File: src/rtl/pc_branch_ctrl.sv
// Program-counter sequencer driving instruction fetch and branch-target LUT lookups.
// Latency: pc advances one step per edge; taken branch costs one bubble (BRANCH state).
// Backpressure: stall freezes pc/state/count in RUN only; BRANCH always completes in one cycle.
//
// Ports:
//   Clk, Reset_n       clock and synchronous active-low reset
//   start              begin program at START_PC (honoured in IDLE/HALT only)
//   stall              freeze PC/state for this cycle (RUN only)
//   halt_req           current instruction is halt
//   branch_taken       current instruction is a taken branch
//   branch_sel         LUT index carried by the branch instruction
//   lut_addr           registered LUT index
//   lut_branch         registered LUT lookup strobe (high only in BRANCH)
//   lut_target         absolute target from LUT, combinational in the same cycle
//   pc                 current fetch address
//   fetch_valid        pc holds a live instruction address (state == RUN)
//   done               program halted; held until the next start
//   instr_count        instructions retired since last start, saturating
module pc_branch_ctrl #(
  parameter int unsigned    D        = 10,
  parameter int unsigned    A        = 8,
  parameter logic [D-1:0]   START_PC = '0,
  parameter int unsigned    CW       = 16
) (
  input  logic          Clk,
  input  logic          Reset_n,
  input  logic          start,
  input  logic          stall,
  input  logic          halt_req,
  input  logic          branch_taken,
  input  logic [A-1:0]  branch_sel,
  output logic [A-1:0]  lut_addr,
  output logic          lut_branch,
  input  logic [D-1:0]  lut_target,
  output logic [D-1:0]  pc,
  output logic          fetch_valid,
  output logic          done,
  output logic [CW-1:0] instr_count
);

  typedef enum logic [1:0] {
    S_IDLE   = 2'd0,
    S_RUN    = 2'd1,
    S_BRANCH = 2'd2,
    S_HALT   = 2'd3
  } state_t;

  state_t        state_q,      state_d;
  logic [D-1:0]  pc_q,         pc_d;
  logic [A-1:0]  lut_addr_q,   lut_addr_d;
  logic          lut_branch_q, lut_branch_d;
  logic          done_q,       done_d;
  logic [CW-1:0] count_q,      count_d;

  logic [CW-1:0] count_inc;

  // Retired-instruction counter sticks at all-ones instead of wrapping.
  assign count_inc = (count_q == {CW{1'b1}}) ? count_q : count_q + 1'b1;

  always_comb begin
    state_d      = state_q;
    pc_d         = pc_q;
    lut_addr_d   = lut_addr_q;
    lut_branch_d = lut_branch_q;
    done_d       = done_q;
    count_d      = count_q;

    case (state_q)
      S_IDLE, S_HALT: begin
        if (start) begin
          state_d = S_RUN;
          pc_d    = START_PC;
          count_d = '0;
          done_d  = 1'b0;
        end
      end

      S_RUN: begin
        if (stall) begin
          // Whole pipeline frozen; decode inputs are not acted on this cycle.
          state_d = S_RUN;
        end else if (halt_req) begin
          // Halt outranks a simultaneous branch and is not counted as retired.
          state_d = S_HALT;
          done_d  = 1'b1;
        end else if (branch_taken) begin
          state_d      = S_BRANCH;
          lut_addr_d   = branch_sel;
          lut_branch_d = 1'b1;
          count_d      = count_inc;
        end else begin
          pc_d    = pc_q + 1'b1;
          count_d = count_inc;
        end
      end

      S_BRANCH: begin
        // LUT answers combinationally while lut_branch is high; lut_addr is
        // left at its last value since only the strobe qualifies it.
        state_d      = S_RUN;
        pc_d         = lut_target;
        lut_branch_d = 1'b0;
      end

      default: begin
        state_d = S_IDLE;
      end
    endcase
  end

  always_ff @(posedge Clk) begin
    if (!Reset_n) begin
      state_q      <= S_IDLE;
      pc_q         <= '0;
      lut_addr_q   <= '0;
      lut_branch_q <= 1'b0;
      done_q       <= 1'b0;
      count_q      <= '0;
    end else begin
      state_q      <= state_d;
      pc_q         <= pc_d;
      lut_addr_q   <= lut_addr_d;
      lut_branch_q <= lut_branch_d;
      done_q       <= done_d;
      count_q      <= count_d;
    end
  end

  assign pc          = pc_q;
  assign lut_addr    = lut_addr_q;
  assign lut_branch  = lut_branch_q;
  assign done        = done_q;
  assign instr_count = count_q;
  assign fetch_valid = (state_q == S_RUN);

endmodule

File: config.mk
export PLATFORM = sky130hd
export DESIGN_NAME = pc_branch_ctrl
export DESIGN_NICKNAME = d
export VERILOG_FILES = /design/src/rtl/pc_branch_ctrl.sv
export SDC_FILE = /design/constraint.sdc
export NUM_CORES = 1
export LEC_CHECK = 0
export CELL_PAD_IN_SITES_DETAIL_PLACEMENT = 1
export CELL_PAD_IN_SITES_GLOBAL_PLACEMENT = 1
export CORE_UTILIZATION = 32
export CTS_CLUSTER_DIAMETER = 200
export DETAILED_ROUTE_END_ITERATION = 10
export GPL_ROUTABILITY_DRIVEN = 1
export GPL_TIMING_DRIVEN = 1
export PLACE_DENSITY = 0.85
export RECOVER_POWER = 50
export SLEW_MARGIN = 0
export SYNTH_ARGS = -nofsm -noshare
export SYNTH_HDL_FRONTEND = slang
export SYNTH_SLANG_ARGS = --single-unit
File: constraint.sdc
create_clock -name Clk -period 2.2 [get_ports Clk]
set_clock_uncertainty 0.2 [all_clocks]
set_input_delay 0.44 -clock Clk [delete_from_list [all_inputs] [get_ports Clk]]
set_output_delay 0.44 -clock Clk [all_outputs]
set_load 0.01 [all_outputs]
# Yosys cells after proc, flatten, opt, wreduce, memory -nomap -nowiden
# Cells that the tools add are included.
dict set report op_classes {
  addsub 2
  multipliers 0
  n_div 0
  magnitude_cmp 0
  eq_ne 12
  shifts 0
  n_mux 23
  n_bitwise 2
  reduce_logical 10
}
# operator count
set ops {}
lappend ops {{two-way mux 16 bit} 4}
lappend ops {{two-way mux 10 bit} 4}
lappend ops {{one-hot mux 16 bit (2 select lines)} 1}
lappend ops {{one-hot mux 10 bit (3 select lines)} 1}
lappend ops {{adder 16 x 1 -> 16 bit (second input constant)} 1}
lappend ops {{equality test 16 bit (second input constant)} 1}
lappend ops {{AND reduction 4 bit} 4}
lappend ops {{inequality test 2 bit (second input constant)} 7}
lappend ops {{adder 10 x 1 -> 10 bit (second input constant)} 1}
lappend ops {{two-way mux 2 bit} 4}
lappend ops {{two-way mux 1 bit} 6}
lappend ops {{one-hot mux 2 bit (3 select lines)} 1}
lappend ops {{AND reduction 5 bit} 1}
lappend ops {{equality test 2 bit (second input constant)} 2}
lappend ops {{inequality test 4 bit (second input constant)} 1}
lappend ops {{one-hot mux 1 bit (2 select lines)} 2}
lappend ops {{nonzero test 2 bit} 2}
lappend ops {{equality test 2 x 1 -> 1 bit (second input constant)} 1}
lappend ops {{logical NOT 2 bit} 1}
lappend ops {{NOT 1 bit} 2}
lappend ops {{AND reduction 2 bit} 1}
lappend ops {{OR reduction 2 bit} 1}
dict set report word_totals {
  regBits 38
  latch_bits 0
  ram_bits 0
  romBits 0
  input_bits 24
  mem_count 0
}

# Longest topological paths before layout
# Gate-level depths: netlist (run 1).
dict set report depth {
  word_depth 5
  ltp_mapped 8
}

# Worst setup path before layout (run 1)
# OpenSTA, ideal clock, no wires.
dict set report synth_timing {
  kind {flip-flop to flip-flop}
  startpoint {register state_q[1]}
  endpoint {register count_q[12] (netlist: instr_count[12])}
  arrival_ns 1.789
  t_required_ns 1.865
  path_slack_ns 0.076
  path_stages_with_launch 8
  path_buffers 1
  cell_sequence {dfxtp_1 -> inv_1 -> ha_1 -> buf_2 -> mux2i_1 -> or4_4 -> o41ai_1 -> a21oi_1}
}
# element line_no
set synth_lines {}
lappend synth_lines {{from (decl)} 48} ;# state_t state_q, state_d;
lappend synth_lines {{from (signal assigned)} 120} ;# state_q <= state_d;
lappend synth_lines {{equality test 2 x 1 -> 1 bit *} n/a}
lappend synth_lines {{named net fetch_valid} 36} ;# output logic fetch_valid,
lappend synth_lines {{inequality test 2 bit (no source line) or nonzero test 2 bit (tied branches)} n/a}
lappend synth_lines {{AND reduction 5 bit (no source line)} n/a}
lappend synth_lines {{to (signal assigned)} 125} ;# count_q <= count_d;
lappend synth_lines {{to (decl)} 53} ;# logic [CW-1:0] count_q, count_d;
# The timed path passes the listed nets; every way through them passes the cells marked *.
# A chain may end at the register's enable or synchronous reset.

# Worst setup path in the final report (run 1)
dict set report layout_timing {
  startpoint {input branch_taken}
  endpoint {register pc_q[2] (netlist: pc[2])}
}
dict set report layout_between {
  elab_chain_len 2
}
# element line_no
set layout_rtl {}
lappend layout_rtl {{from (decl)} 30} ;# input logic branch_taken,
lappend layout_rtl {{inequality test 2 bit (no source line)} n/a}
lappend layout_rtl {{AND reduction 4 bit (no source line)} n/a}
lappend layout_rtl {{to (signal assigned)} 121} ;# pc_q <= pc_d;
lappend layout_rtl {{to (decl)} 49} ;# logic [D-1:0] pc_q, pc_d;
# Every way passes these cells.

==> impl_metrics.tcl, run 1 <==
set metrics [dict create \
    setup_tns_ps 0 \
    intPower_mw 1.19 \
    critPathArrivalTime_ps 2190 \
    drc_errors 4 \
    timing.rr.end "pc[2]" \
    finalCritPeriodShare_pct 98.1 \
    numPortBuffers 60 \
    final_cell_area_sq_mm 0.00325 \
    core_sq_mm 0.00642 \
    grt_util_met1_pct 25.5 \
    maxCapViolations 0 \
    wl_per_cell_microns 16.9 \
    power.switching_mw 0.513 \
    yosysWarnings 0 \
    htree_levels 2 \
    status "finished with violations" \
    hold_depth 2 \
    firstDrtPassIters 7 \
    finalHoldViolations 0 \
    setup_violations 0 \
    path_clk_slew_ps 80 \
    crit_buf_inv 1 \
    hold_end "instr_count[15]" \
    grt_max_degree 25 \
    ant_nets 0 \
    grt_pass1_wl_microns 11800 \
    grt_pass1_vias 2439 \
    areaGrowthSynthToFinish_pct 50.2 \
    finalWorstSetupSlack_ps 40.8 \
    r2r-start "state_q[1]" \
    place_congestion 0.814 \
    vdd_drop_max_mv 0.280 \
    syn_nets 277 \
    critPathLaunchType "input port" \
    fin_util_pct 50.5 \
    dp_slack_ps -275 \
    cts_buffer_depth 2 \
    violations "DRC" \
    synth_top_area_share_pct 35.2 \
    path_max_fanout 7 \
    busiest_layer "met2" \
    sw_frac_of_total_pct 30.2 \
    hold_class "flip-flop to flip-flop" \
    clk_latency_ps 300 \
    dieHeight_microns 84.2 \
    antenna_found_initial 0 \
    period_minus_slack_ps 2160 \
    vias 2345 \
    ys_seq_elements 38 \
    pwr-share-seq_pct 42.7 \
    yosysTopAreaCell "dfxtp_1" \
    synth_edf_count 0 \
    nets 372 \
    cp_data_required_time_ps 2230 \
    power_frac_clock_pct 30.7 \
    crit_family "simple AND/OR/NAND/NOR gates" \
    drive_above_1_share_pct 19.1 \
    grt_overflow 0 \
    dpl.hpwl_microns 5200 \
    critPathMaxStageDelay_ps 570 \
    leakage_nw 1.23 \
    drt-initial-drc-count 115 \
    grt_setup_unrepaired "no" \
    r2r_slack_ps 70 \
    synth_cell_types 57 \
    crit_type "input port to flip-flop" \
    clock-sinks 38 \
    hp-start "instr_count[15]" \
    placed_cell_area_sq_mm 0.00309 \
    std_cell_rows 29 \
    synth.area.top_cells "dfxtp_1 35%, mux2i_1 6.9%, nand2_1 4.3%" \
    viasPerCell 5.56 \
    worstMarginPinSlew_ps 479 \
    crit_chain "dlygate4sd3_1, o31a_1, or2_2, or3_1, a21oi_1" \
    finalMaxSlewViolations 0 \
    hold_slack_ps 296 \
    grt_use_total_pct 20.6 \
    slowest_stage "dlygate4sd3_1" \
    initial_core_util_pct 33.6 \
    antennaDiodeCount 0 \
    combPwrFrac_pct 26.7 \
    routed_wl_microns 7140 \
    ys_seq_area_share_pct 35.2 \
    reg2regPathDepth 7 \
    syn-cell-area_sq_mm 0.00216 \
    die_area_sq_mm 0.00709 \
    cts_made_buffers 5 \
    pwr_density_cell_mw_per_mm2 524 \
    relSlewSlack_pct 67.7 \
    die_w_microns 84.2 \
    io_pins 61 \
    max_freq_ghz 0.463 \
    cts_tree "done" \
    grt_use_met3_pct 4.52 \
    synthFlopType "dfxtp_1" \
    netlist_instances 249 \
    critPathCaptureType "flip-flop" \
    cts-root-buf "clkbuf_8" \
    ctsHoldBuffers 0 \
    synth.avg_cell_area_sq_um 8.68 \
    met2_usage_pct 35.7 \
    async_flop_share_pct 0 \
]
worst max path at each step:
stage               cells after the start         start  slack [ps]         endpoint
floorplan                               7    state_q[1]          80  instr_count[12]
detailed placement                      5      halt_req        -270  instr_count[12]
global placement                        5      halt_req        -240  instr_count[12]
finish                                  5  branch_taken          40            pc[2]
global route                            9    state_q[1]           6   instr_count[6]
CTS                                     6    state_q[0]          30  instr_count[12]
per-stage QoR:
step,std cells,power [mW]
floorplan,249,0.948
global placement,413,1.17
detailed placement,413,1.18
CTS,421,1.71
global route,422,1.78
finish,422,1.70
cells in the final DEF (no fill, tap or decap), types with 4 or more instances in the layout:
cell type	synthesis	routed
a211oi_1	7	6
a21oi_1	14	14
a31oi_1	4	4
and4_1	4	4
buf_4	0	38
clkbuf_8	2	6
clkdlybuf4s50_1	0	32
dfxtp_1	38	37
dlygate4sd3_1	0	25
inv_1	6	6
mux2i_1	15	15
nand2_1	25	25
nand2b_1	5	5
nand3_1	12	12
nand4_1	7	7
nor2_1	18	17
nor3_1	5	5
o21ai_0	5	5
o22ai_1	5	5
xnor2_1	4	4
cell families (layout without fill, tap and decap cells):
kind of cell / after synthesis / in the layout / share of synthesized area, %
AOI/OAI and AO/OA: 60 / 60 / 19.2
xor gates and xnor gates: 6 / 6 / 2.43
adders and majority gates: 4 / 4 / 2.32
buffers and inverters: 19 / 115 / 4.57
DFF: 38 / 38 / 35.2
muxes: 18 / 18 / 8.51
and+or+nand+nor: 104 / 104 / 27.8
layer usage:
metal	vias up	wire (microns)
li1	1130	-
met1	1161	3150
met2	47	3580
met3	7	316
met4	0	93
met5	-	0
worst register-to-register path: stages, from the launching register on:
cell and delay [ps]:
dfxtp_1 390, inv_1 110, ha_4 200, buf_6 150, o31a_1 120, or2_2 360, or3_1 390, a21oi_1 160
flip-flops by register name, indices dropped and copies added, names as in the netlist:
signal,count
lut_branch,1
state_q,2
pc,10
done,1
lut_addr,8
instr_count,16
Yosys cell counts (3+ instances only):
cell	n
a211oi_1	7
a21oi_1	14
a22oi_1	3
a31oi_1	4
a32o_1	3
and4_1	4
buf_2	3
clkbuf_1	6
dfxtp_1	38
ha_1	4
inv_1	6
mux2_2	3
mux2i_1	15
nand2_1	25
nand2b_1	5
nand3_1	12
nand3b_1	3
nand4_1	7
nor2_1	18
nor3_1	5
o21a_1	3
o21ai_0	5
o22ai_1	5
or4b_1	3
xnor2_1	4
repair_timing:
| item | in CTS | in global routing |
|---|---|---|
| pin swaps | 0 | 1 |
| setup buffers | 0 | 1 |
| resized for setup | 6 | 9 |
| endpoints found under the setup margin | 5 | 7 |
| endpoints found under the hold margin | 0 | 0 |
power by group through the flow:
stage                     registers [mW]  logic [mW]  clock network [mW]
after global routing               0.728       0.493               0.557
after floorplan                    0.743       0.205                   0
after detailed placement           0.739       0.441                   0
after CTS                          0.725       0.449               0.539
after global placement             0.737       0.428                   0
final                              0.725       0.453               0.521
final cells by class:
cell class,instances,area [sq um]
fillers,757,3180
multi-input cells,192,1360
repair buffers,101,913
flip-flops and latches,38,762
well taps,77,96.3
clock buffers,7,86.3
inverters,6,22.5
clock inverters,1,5.00
No activity file was read; power rests on OpenSTA's default activity.
==> run 2, diff against run 1 <==
--- a/config.mk
+++ b/config.mk
@@ -14,7 +14,6 @@
 export GPL_TIMING_DRIVEN = 1
 export PLACE_DENSITY = 0.85
 export RECOVER_POWER = 50
-export SLEW_MARGIN = 0
 export SYNTH_ARGS = -nofsm -noshare
 export SYNTH_HDL_FRONTEND = slang
 export SYNTH_SLANG_ARGS = --single-unit
==> results of run 2 <==
Final layout, timing and power as in run 1 (identical DEF).
==> run 3, diff against run 2 <==
==> config.mk (replaced) <==
export PLATFORM = sky130hd
export DESIGN_NAME = pc_branch_ctrl
export DESIGN_NICKNAME = d
export VERILOG_FILES = /design/src/rtl/pc_branch_ctrl.sv
export SDC_FILE = /design/constraint.sdc
export NUM_CORES = 1
export LEC_CHECK = 0
export CORE_UTILIZATION = 43
export CTS_CLUSTER_DIAMETER = 200
export DETAILED_ROUTE_END_ITERATION = 10
export GPL_ROUTABILITY_DRIVEN = 1
export GPL_TIMING_DRIVEN = 1
export PLACE_DENSITY = 0.84
export RECOVER_POWER = 50
export SYNTH_ARGS = -nofsm -noshare
export SYNTH_HDL_FRONTEND = slang
export SYNTH_SLANG_ARGS = --single-unit
==> run 3 against run 2 <==
Net effect: the flow now finishes without violations; hold slack worse by 17 ps; largest power group unchanged; clock-buffer cell count stayed put; cell area is 2.7% lower; largest cell class unchanged; via count is 2.6% lower; combinational power is 7.1% lower.
==> impl_metrics.tcl, run 3 (synthesis results as in run 1) <==
set metrics [dict create \
    status "finished clean" \
    worstMarginPinSlew_ps 524 \
    dpl.hpwl_microns 4260 \
    htree_levels 2 \
    cts_made_buffers 5 \
    critPathLaunchType "flip-flop" \
    numPortBuffers 60 \
    vdd_drop_max_mv 0.423 \
    final_cell_area_sq_mm 0.00316 \
    antennaDiodeCount 0 \
    hold_class "flip-flop to flip-flop" \
    pwr_density_cell_mw_per_mm2 507 \
    leakage_nw 1.21 \
    wl_per_cell_microns 14.2 \
    combPwrFrac_pct 26.3 \
    grt_setup_unrepaired "no" \
    drc_errors 0 \
    final_cell_mix "38 x dfxtp_1, 34 x buf_4, 30 x dlygate4sd3_1" \
    grt_pass1_vias 2011 \
    place_congestion 0.814 \
    critPathArrivalTime_ps 2060 \
    drive_above_1_share_pct 15.9 \
    layout.cells.most_common "dfxtp_1" \
    path_max_fanout 4 \
    largest_reg_flops 16 \
    vias 2283 \
    setup_violations 0 \
    nFillCells 382 \
    die_area_sq_mm 0.00531 \
    finalMaxSlewViolations 0 \
    io_pins 61 \
    ant_nets 0 \
    cp_data_required_time_ps 2150 \
    firstDrtPassIters 5 \
    power_frac_clock_pct 28.8 \
    placed_cell_area_sq_mm 0.00306 \
    areaGrowthSynthToFinish_pct 46.1 \
    setup_tns_ps 0 \
    power.switching_mw 0.469 \
    core_sq_mm 0.00479 \
    std_cell_rows 25 \
    critPathCaptureType "flip-flop" \
    clock-sinks 38 \
    finalCritPeriodShare_pct 96.0 \
    maxCapViolations 0 \
    grt_overflow 0 \
    finalHoldViolations 0 \
    crit_type "flip-flop to flip-flop" \
    post_cts_buffers 0 \
    max_freq_ghz 0.474 \
    path_clk_slew_ps 70 \
    die_w_microns 72.9 \
    pwr-share-seq_pct 44.9 \
    dp_slack_ps -267 \
    period_minus_slack_ps 2110 \
    hold_slack_ps 279 \
    cts-root-buf "clkbuf_8" \
    dieHeight_microns 72.9 \
    antenna_found_initial 0 \
    clk_latency_ps 290 \
    finalWorstSetupSlack_ps 88.4 \
    grt_use_total_pct 22.4 \
    routed_wl_microns 5780 \
    relSlewSlack_pct 64.7 \
    cts_buffer_depth 2 \
    initial_core_util_pct 45.2 \
    nets 368 \
    grt_max_degree 25 \
    grt_pass1_wl_microns 9300 \
    viasPerCell 5.61 \
    drt-initial-drc-count 163 \
    intPower_mw 1.13 \
    cts_tree "done" \
    sw_frac_of_total_pct 29.3 \
]
-- run 3: cell types whose count changed in the layout (fill, tap and decap cells not counted), sizes merged --
cell / change
clkdlybuf4s50: -5
dlygate4sd3: +5
buf: -4
clkinv: -1
-- run 3: routing by layer --
metal	global-route usage [%]	wire, microns	part of all wire [%]	vias up
li1	-	-	-	1127
met5	0	0	0	-
met3	5.66	380	6.6	2
met1	29.5	2590	45	1068
met2	36.4	2780	48	86
met4	6.32	27	0.47	0
-- run 3: layout make-up --
class	count	area, sq um	area share (%)
timing repair buffer	97	891	28.2
tap	67	83.8	2.66
inverter	6	22.5	0.713
sequential	38	761	24.1
clock buffer	7	76.3	2.42
multi-input combinational	192	1320	41.9
-- run 3: power groups by stage --
stage / logic, mW / registers, mW / clock network [mW]
final: 0.421 / 0.719 / 0.461
after global routing: 0.455 / 0.722 / 0.496
after CTS: 0.419 / 0.720 / 0.472
after detailed placement: 0.418 / 0.735 / 0
after global placement: 0.409 / 0.735 / 0
after floorplan: 0.205 / 0.743 / 0
-- run 3: final timing paths --
check / to / start / slack [ps] / cells after the start
worst max-delay path: instr_count[12] / state_q[0] / 90 / 6
worst min-delay path: done / done / 280 / 2
worst max register to register: instr_count[12] / state_q[0] / 90 / 6
worst min register to register: done / done / 280 / 2
-- run 3: metrics by stage --
| step | utilization, % | total power, mW | std cells |
|---|---|---|---|
| global placement | 63.9 | 1.14 | 400 |
| finish | 66.0 | 1.60 | 407 |
| detailed placement | 63.9 | 1.15 | 400 |
| CTS | 65.5 | 1.61 | 407 |
| global route | 66.0 | 1.67 | 407 |
| floorplan | - | 0.948 | 249 |
-- run 3: repair_timing --
item	CTS	global route
setup endpoints to repair	1	9
hold buffers	0	0
resized for setup	2	6
-- run 3: worst max-delay path, cell delays in order (launching register included) --
cell     delay (ps)
dfxtp_1         330
inv_1            50
ha_1            350
mux2i_1         160
or4_4           420
o41ai_1         350
a21oi_1         110
